File: config.mk
export PLATFORM = sky130hd
export DESIGN_NAME = fir_ctrl_seq
export DESIGN_NICKNAME = d
export VERILOG_FILES = /design/src/rtl/fir_ctrl_pkg.sv /design/src/rtl/fir_ring_addr.sv /design/src/rtl/fir_ctrl_seq.sv
export SDC_FILE = /design/constraint.sdc
export NUM_CORES = 1
export LEC_CHECK = 0
export CORE_ASPECT_RATIO = 0.75
export CORE_MARGIN = 5
export CORE_UTILIZATION = 30
export CTS_BUF_LIST = sky130_fd_sc_hd__clkbuf_4
export CTS_CLUSTER_DIAMETER = 200
export DETAILED_ROUTE_END_ITERATION = 16
export GPL_ROUTABILITY_DRIVEN = 0
export PLACE_DENSITY = 0.54
export SYNTH_ARGS = -nofsm -noshare
export SYNTH_HDL_FRONTEND = slang
export SYNTH_SLANG_ARGS = --single-unit
export TNS_END_PERCENT = 50
File: constraint.sdc
create_clock -name axis_clk -period 8 [get_ports axis_clk]
set_input_delay 1.6 -clock axis_clk [delete_from_list [all_inputs] [get_ports axis_clk]]
set_output_delay 1.6 -clock axis_clk [all_outputs]
set_load 0.01 [all_outputs]
File: src/rtl/fir_ctrl_pkg.sv
// fir_ctrl_pkg
// Shared definitions for the FIR control sequencer:
//   - state code localparams and the 3-bit state enum built from them
//   - wrap_sub(a, b, n): (a - b) mod n for a, b < n, done as compare-and-add
package fir_ctrl_pkg;

  localparam logic [2:0] ST_IDLE  = 3'd0;
  localparam logic [2:0] ST_CLEAR = 3'd1;
  localparam logic [2:0] ST_LOAD  = 3'd2;
  localparam logic [2:0] ST_CALC  = 3'd3;
  localparam logic [2:0] ST_DRAIN = 3'd4;
  localparam logic [2:0] ST_SEND  = 3'd5;
  localparam logic [2:0] ST_DONE  = 3'd6;

  typedef enum logic [2:0] {
    S_IDLE  = ST_IDLE,
    S_CLEAR = ST_CLEAR,
    S_LOAD  = ST_LOAD,
    S_CALC  = ST_CALC,
    S_DRAIN = ST_DRAIN,
    S_SEND  = ST_SEND,
    S_DONE  = ST_DONE
  } state_t;

  // Circular-buffer subtraction without a divider: valid only for a, b < n.
  function automatic logic [31:0] wrap_sub(input logic [31:0] a,
                                           input logic [31:0] b,
                                           input logic [31:0] n);
    return (a >= b) ? (a - b) : (a + n - b);
  endfunction

endpackage

File: src/rtl/fir_ring_addr.sv
// fir_ring_addr
// Holds the circular-buffer head and the per-phase index k, and turns them
// into BRAM addresses according to the sequencer state.
// Ports:
//   axis_clk, axis_rst_n   clock, asynchronous active-low reset
//   state                  current sequencer state
//   head_clr               zero head (run start)
//   head_inc               advance head with wrap (output beat accepted)
//   dat_addr, tap_addr     data / tap BRAM word addresses
//   k_first, k_last        k is at the first / last tap index
module fir_ring_addr
  import fir_ctrl_pkg::*;
#(
  parameter int NUM_TAP = 11,
  parameter int ADDR_W  = 4
) (
  input  logic              axis_clk,
  input  logic              axis_rst_n,
  input  state_t            state,
  input  logic              head_clr,
  input  logic              head_inc,
  output logic [ADDR_W-1:0] dat_addr,
  output logic [ADDR_W-1:0] tap_addr,
  output logic              k_first,
  output logic              k_last
);

  localparam logic [ADDR_W-1:0] LAST_IDX = ADDR_W'(NUM_TAP - 1);

  logic [ADDR_W-1:0] head_reg, head_next;
  logic [ADDR_W-1:0] k_reg, k_next;
  logic              k_run;

  // k sweeps 0..NUM_TAP-1 in CLEAR and CALC and rests at 0 elsewhere, so
  // each of those phases starts from index 0 without an explicit load.
  assign k_run = (state == S_CLEAR) || (state == S_CALC);

  always_comb begin
    k_next = '0;
    if (k_run && (k_reg != LAST_IDX)) begin
      k_next = k_reg + ADDR_W'(1);
    end
    head_next = head_reg;
    if (head_clr) begin
      head_next = '0;
    end else if (head_inc) begin
      head_next = (head_reg == LAST_IDX) ? '0 : head_reg + ADDR_W'(1);
    end
  end

  always_ff @(posedge axis_clk or negedge axis_rst_n) begin
    if (!axis_rst_n) begin
      head_reg <= '0;
      k_reg    <= '0;
    end else begin
      head_reg <= head_next;
      k_reg    <= k_next;
    end
  end

  // In CALC the newest sample (at head) pairs with tap 0 and older samples
  // are walked backwards around the ring.
  always_comb begin
    dat_addr = '0;
    tap_addr = '0;
    case (state)
      S_CLEAR: dat_addr = k_reg;
      S_LOAD:  dat_addr = head_reg;
      S_CALC: begin
        dat_addr = ADDR_W'(wrap_sub(32'(head_reg), 32'(k_reg), 32'(NUM_TAP)));
        tap_addr = k_reg;
      end
      default: ;
    endcase
  end

  assign k_first = (k_reg == '0);
  assign k_last  = (k_reg == LAST_IDX);

endmodule

File: src/rtl/fir_ctrl_seq.sv
// fir_ctrl_seq
// Control sequencer for the streaming FIR engine: ap_start/ap_done/ap_idle
// handshake, data-buffer clear, circular-buffer and tap addressing, MAC
// enables, AXI-Stream ready/valid/last for a programmable length and a
// sticky TLAST-mismatch flag.
// Ports:
//   axis_clk, axis_rst_n            clock, asynchronous active-low reset
//   ap_start, data_length           run start and sample count (latched)
//   ap_done_ack / ap_done, ap_idle  completion handshake, idle status
//   ss_tvalid, ss_tlast / ss_tready input stream
//   sm_tready / sm_tvalid, sm_tlast output stream
//   dat_we, dat_addr, dat_zero      data BRAM write/address/zero-select
//   tap_addr                        tap BRAM read address
//   mac_clr, mac_en                 MAC load-first-product / accumulate
//   tlast_err                       sticky TLAST mismatch
//   state                           current state code (debug)
module fir_ctrl_seq
  import fir_ctrl_pkg::*;
#(
  parameter int NUM_TAP = 11,
  parameter int ADDR_W  = 4,
  parameter int LEN_W   = 32,
  parameter int MAC_LAT = 2
) (
  input  logic              axis_clk,
  input  logic              axis_rst_n,
  input  logic              ap_start,
  input  logic [LEN_W-1:0]  data_length,
  input  logic              ap_done_ack,
  output logic              ap_done,
  output logic              ap_idle,
  input  logic              ss_tvalid,
  input  logic              ss_tlast,
  output logic              ss_tready,
  input  logic              sm_tready,
  output logic              sm_tvalid,
  output logic              sm_tlast,
  output logic              dat_we,
  output logic [ADDR_W-1:0] dat_addr,
  output logic [ADDR_W-1:0] tap_addr,
  output logic              dat_zero,
  output logic              mac_clr,
  output logic              mac_en,
  output logic              tlast_err,
  output logic [2:0]        state
);

  localparam int DRN_W = (MAC_LAT > 1) ? $clog2(MAC_LAT) : 1;
  localparam logic [DRN_W-1:0] DRAIN_LAST = DRN_W'((MAC_LAT > 0) ? MAC_LAT - 1 : 0);

  state_t            state_reg, state_next;
  logic [LEN_W-1:0]  len_reg;
  logic [LEN_W-1:0]  cnt_reg;
  logic [DRN_W-1:0]  drain_reg;
  logic              tlast_err_reg;

  logic start_acc;
  logic in_beat;
  logic out_beat;
  logic is_last;
  logic k_first;
  logic k_last;

  assign start_acc = (state_reg == S_IDLE) && ap_start;
  assign in_beat   = (state_reg == S_LOAD) && ss_tvalid;
  assign out_beat  = (state_reg == S_SEND) && sm_tready;
  // Only meaningful for a non-zero length; a zero-length run never reaches
  // LOAD or SEND.
  assign is_last   = (cnt_reg == len_reg - LEN_W'(1));

  fir_ring_addr #(
    .NUM_TAP (NUM_TAP),
    .ADDR_W  (ADDR_W)
  ) u_ring (
    .axis_clk   (axis_clk),
    .axis_rst_n (axis_rst_n),
    .state      (state_reg),
    .head_clr   (start_acc),
    .head_inc   (out_beat),
    .dat_addr   (dat_addr),
    .tap_addr   (tap_addr),
    .k_first    (k_first),
    .k_last     (k_last)
  );

  always_ff @(posedge axis_clk or negedge axis_rst_n) begin
    if (!axis_rst_n) begin
      state_reg <= S_IDLE;
    end else begin
      state_reg <= state_next;
    end
  end

  always_comb begin
    state_next = state_reg;
    case (state_reg)
      S_IDLE:  if (ap_start) state_next = S_CLEAR;
      S_CLEAR: if (k_last) state_next = (len_reg == '0) ? S_DONE : S_LOAD;
      S_LOAD:  if (ss_tvalid) state_next = S_CALC;
      S_CALC:  if (k_last) state_next = (MAC_LAT == 0) ? S_SEND : S_DRAIN;
      S_DRAIN: if (drain_reg == DRAIN_LAST) state_next = S_SEND;
      S_SEND:  if (sm_tready) state_next = is_last ? S_DONE : S_LOAD;
      S_DONE:  if (ap_done_ack) state_next = S_IDLE;
      default: state_next = S_IDLE;
    endcase
  end

  always_ff @(posedge axis_clk or negedge axis_rst_n) begin
    if (!axis_rst_n) begin
      len_reg       <= '0;
      cnt_reg       <= '0;
      drain_reg     <= '0;
      tlast_err_reg <= 1'b0;
    end else begin
      if (start_acc) begin
        len_reg       <= data_length;
        cnt_reg       <= '0;
        tlast_err_reg <= 1'b0;
      end else begin
        if (out_beat) begin
          cnt_reg <= cnt_reg + LEN_W'(1);
        end
        // The stream's own TLAST is only audited; the run length always
        // comes from data_length.
        if (in_beat && (ss_tlast != is_last)) begin
          tlast_err_reg <= 1'b1;
        end
      end
      drain_reg <= (state_reg == S_DRAIN) ? drain_reg + DRN_W'(1) : '0;
    end
  end

  // All outputs decode the registered state; dat_we in LOAD is the one
  // strobe qualified by the input handshake, since the sample is only
  // present on the bus during that beat.
  always_comb begin
    ap_idle   = (state_reg == S_IDLE);
    ap_done   = (state_reg == S_DONE);
    ss_tready = (state_reg == S_LOAD);
    sm_tvalid = (state_reg == S_SEND);
    sm_tlast  = (state_reg == S_SEND) && is_last;
    dat_zero  = (state_reg == S_CLEAR);
    dat_we    = (state_reg == S_CLEAR) || in_beat;
    mac_en    = (state_reg == S_CALC);
    mac_clr   = (state_reg == S_CALC) && k_first;
    tlast_err = tlast_err_reg;
    state     = state_reg;
  end

endmodule
==> reports/metrics.csv <==
stage,metric,value,unit
outcome,status,"finished, final reports clean",
worst_setup_path,worstReg2RegStart,len_reg[0],
cts,cts_resized,0,
cts,root_buffer,clkbuf_4,
cells_and_area,n_antenna_cell,0,
pwr,power_density,288.0,mW/mm²
global_route,grt_overflow,0,
route,drt_wl_total,12.28,mm
logic_synthesis,yosysWarnings,0,
global_route,grt_pass1_wl,20.33,mm
timing,worstMarginPinSlew,0.9811,ns
timing,layout_setup_ws,2.032,ns
pwr,leakage,0.002310,µW
timing,holdWs,0.4328,ns
worst_setup_path,r2r_setup_slack,4.03,ns
logic_synthesis,synth_cells,526,
cells_and_area,fin_nets,637,
timing,fin_tns_setup,0,ns
timing,fmax,167.6,MHz
logic_synthesis,synth-edff-count,0,
global_route,grt_util_all_layers,0.1325,
worst_setup_path,critPathRequiredTime,6.40,ns
route,drt_pre_antenna_iters,4,
logic_synthesis,syn_nets,580,
pwr,p_int,974.0,µW
timing,layout_min_cycle_time,5.968,ns
timing,rsz0062_at_grt,no,
cts,cts.clk_slew.worst_paths,0.12,ns
placement,place_inst,782,
placement,port_buffers,59,
logic_synthesis,synthFlopType,dfrtp_1,
cells_and_area,layout_common_cells,"dfrtp_1, clkdlybuf4s50_1, nor2_1",
logic_synthesis,yosysUniqueCellTypes,57,
logic_synthesis,syn_area,0.004921,mm²
worst_setup_path,arrival,4.37,ns
timing,relSlewSlack,0.3459,
die,dieArea,0.01909,mm²
pwr,seq_power_share,0.401,
timing,finalCritPeriodShare,0.7460,
cts,cts.path.max_buffers,2,
cts,cts_tree,done,
logic_synthesis,ys_ff_latch,77,
logic_synthesis,synth-simple-area-share,0.2354,
worst_setup_path,crit_type,flop to primary output,
logic_synthesis,synth_top_family_by_area,simple AND/OR/NAND/NOR gates,
cts,cts_made_buffers,9,
min_path,min_path_type,flop to flop,
logic_synthesis,syn_area_per_cell,9.355,µm²
global_route,grt_pass1_vias,3893,
worst_setup_path,crit_fanout,7,
die,initial_core_util,0.3063,
route,drt_iter0_drc,234,
route,viasPerCell,4.962,
cells_and_area,mostFrequentLayoutCell,dfrtp_1,
route,vias,3960,
route,routedWlPerCell,15.39,µm
timing,skew,0.01128,ns
timing,slew_violations,0,
timing,final_hold_viol_count,0,
placement,place_ws,2.513,ns
timing,setup_viol,0,
die,coreArea,0.01607,mm²
worst_setup_path,r2r_cells,10,
logic_synthesis,async_flop_share,1.000,
cts,htree_levels,3,
pwr,clockPowerShare,0.121,
die,io_pins,60,
worst_setup_path,critPathLaunch,len_reg[0],
pwr,power.switching,705.1,µW
logic_synthesis,synth_xor_area_frac,0.1317,
pwr,peakVddDrop,0.1041,mV
cells_and_area,layout-drive-gt1-share,0.1003,
pwr,switching_share,0.4199,
cts,cts_setup_buffers,0,
cts,clk_latency,0.43,ns
cells_and_area,finalNonFillerCells,798,
flow_run,drv_cap,0,
logic_synthesis,muxShareOfSynthArea,0.07068,
logic_synthesis,synth-compound-area-share,0.09789,
die,die_h,120.9,µm
placement,dp_hpwl,9.351,mm
worst_setup_path,startpoint_type,flop,
logic_synthesis,yosysSeqAreaShare,0.3916,
die,std_cell_rows,40,
global_route,grt_max_degree,78,
pwr,p_comb_frac,0.478,
route,drc_errors,0,
worst_setup_path,cp-end-kind,primary output,
cells_and_area,syn2layout_area_growth,18.46,%
cts,clock_sinks,77,
worst_setup_path,r2r-end,tlast_err,
worst_setup_path,crit_path_end,sm_tlast,
die,die_x,157.9,µm
cts,hold_buffers,0,
logic_synthesis,synth-adder-area-share,0.04272,
global_route,antenna_found_initial,0,
pwr,finalPower,1679,µW
route,ant_nets,0,
==> metal layers <==
metal | vias up | wire length (µm) | part of all wire | track usage
met1 | 1918 | 6476 | 0.53 | 0.1992
met3 | 13 | 399 | 0.032 | 0.02674
li1 | 1964 | - | - | -
met5 | - | 0 | 0 | 0
met2 | 65 | 5280 | 0.43 | 0.1942
met4 | 0 | 122 | 0.0099 | 0.03170
==> area by class of cell <==
cell class	instances	area, µm²
Clock buffer	13	97.59
Clock inverter	3	12.51
Timing Repair Buffer	60	595.6
Sequential cell	77	1927
Tap cell	210	262.8
Fill cell	1616	10240
Inverter	23	86.33
Multi-Input combinational cell	412	2848
==> critical path: stages (launching register included) <==
cell             delay (ns)
dfrtp_1                0.47
inv_1                  0.10
ha_1                   0.23
nor3b_1                0.40
nand4_1                0.31
nor4_2                 0.69
nor2_1                 0.11
or3b_2                 0.49
nor4_1                 0.30
nand4_1                0.16
nor2_1                 0.14
clkdlybuf4s50_1        0.54
==> power groups by stage <==
stage	registers [µW]	clock network [µW]	logic, µW
after detailed placement	681	0	804
after CTS	673	214	809
after global routing	694	233	893
after global placement	674	0	793
final	673	203	803
after floorplan	622	0	591
==> cell usage after synthesis, types with 2 or more instances <==
| master | number | share of area |
|---|---|---|
| a2111oi_0 | 4 | 0.0071 |
| a211oi_1 | 4 | 0.0061 |
| a21o_1 | 3 | 0.0046 |
| a21oi_1 | 12 | 0.012 |
| a22oi_1 | 4 | 0.0061 |
| a311oi_1 | 2 | 0.0036 |
| a31oi_1 | 2 | 0.0025 |
| and2_1 | 3 | 0.0038 |
| and3_1 | 12 | 0.015 |
| and4_1 | 4 | 0.0071 |
| clkbuf_1 | 11 | 0.0084 |
| dfrtp_1 | 77 | 0.39 |
| fa_1 | 3 | 0.012 |
| ha_1 | 12 | 0.031 |
| inv_1 | 23 | 0.018 |
| mux2_2 | 30 | 0.069 |
| nand2_1 | 46 | 0.035 |
| nand2b_1 | 7 | 0.0089 |
| nand3_1 | 18 | 0.018 |
| nand3b_1 | 6 | 0.0092 |
| nand4_1 | 10 | 0.013 |
| nor2_1 | 55 | 0.042 |
| nor2b_1 | 6 | 0.0076 |
| nor3_1 | 15 | 0.015 |
| nor3b_1 | 2 | 0.0031 |
| nor4_1 | 8 | 0.010 |
| nor4_2 | 4 | 0.010 |
| nor4b_1 | 2 | 0.0036 |
| o211ai_1 | 3 | 0.0046 |
| o21ai_0 | 26 | 0.026 |
| o21bai_1 | 3 | 0.0046 |
| o221ai_1 | 2 | 0.0036 |
| o22ai_1 | 2 | 0.0025 |
| or3_1 | 8 | 0.010 |
| or4_1 | 2 | 0.0031 |
| or4b_1 | 2 | 0.0041 |
| xnor2_1 | 41 | 0.073 |
| xor2_1 | 33 | 0.059 |
==> per-stage QoR <==
step	area, µm²	util
2_1_floorplan	4921	-
3_3_place_gp	5719	0.3560
3_5_place_dp	5719	0.3560
4_1_cts	5829	0.3629
5_1_grt	5829	0.3629
6_report	5829	0.3629
==> worst min path at each step <==
stage / start / to / slack (ns) / cells after the start
6_report: drain_reg / drain_reg / 0.43 / 1
5_1_grt: drain_reg / drain_reg / 0.46 / 1
4_1_cts: drain_reg / drain_reg / 0.44 / 1
3_5_place_dp: drain_reg / drain_reg / 0.42 / 1
3_3_place_gp: drain_reg / drain_reg / 0.41 / 1
2_1_floorplan: drain_reg / drain_reg / 0.39 / 1
==> logic make-up after synthesis <==
kind of cell / count (synthesis)
xor gates and xnor gates: 74
AOI/OAI and AO/OA: 75
muxes: 31
adders and majority gates: 15
DFF: 77
and+or+nand+nor: 217
buffers and inverters: 37
Power figures use the tool's default switching activity.
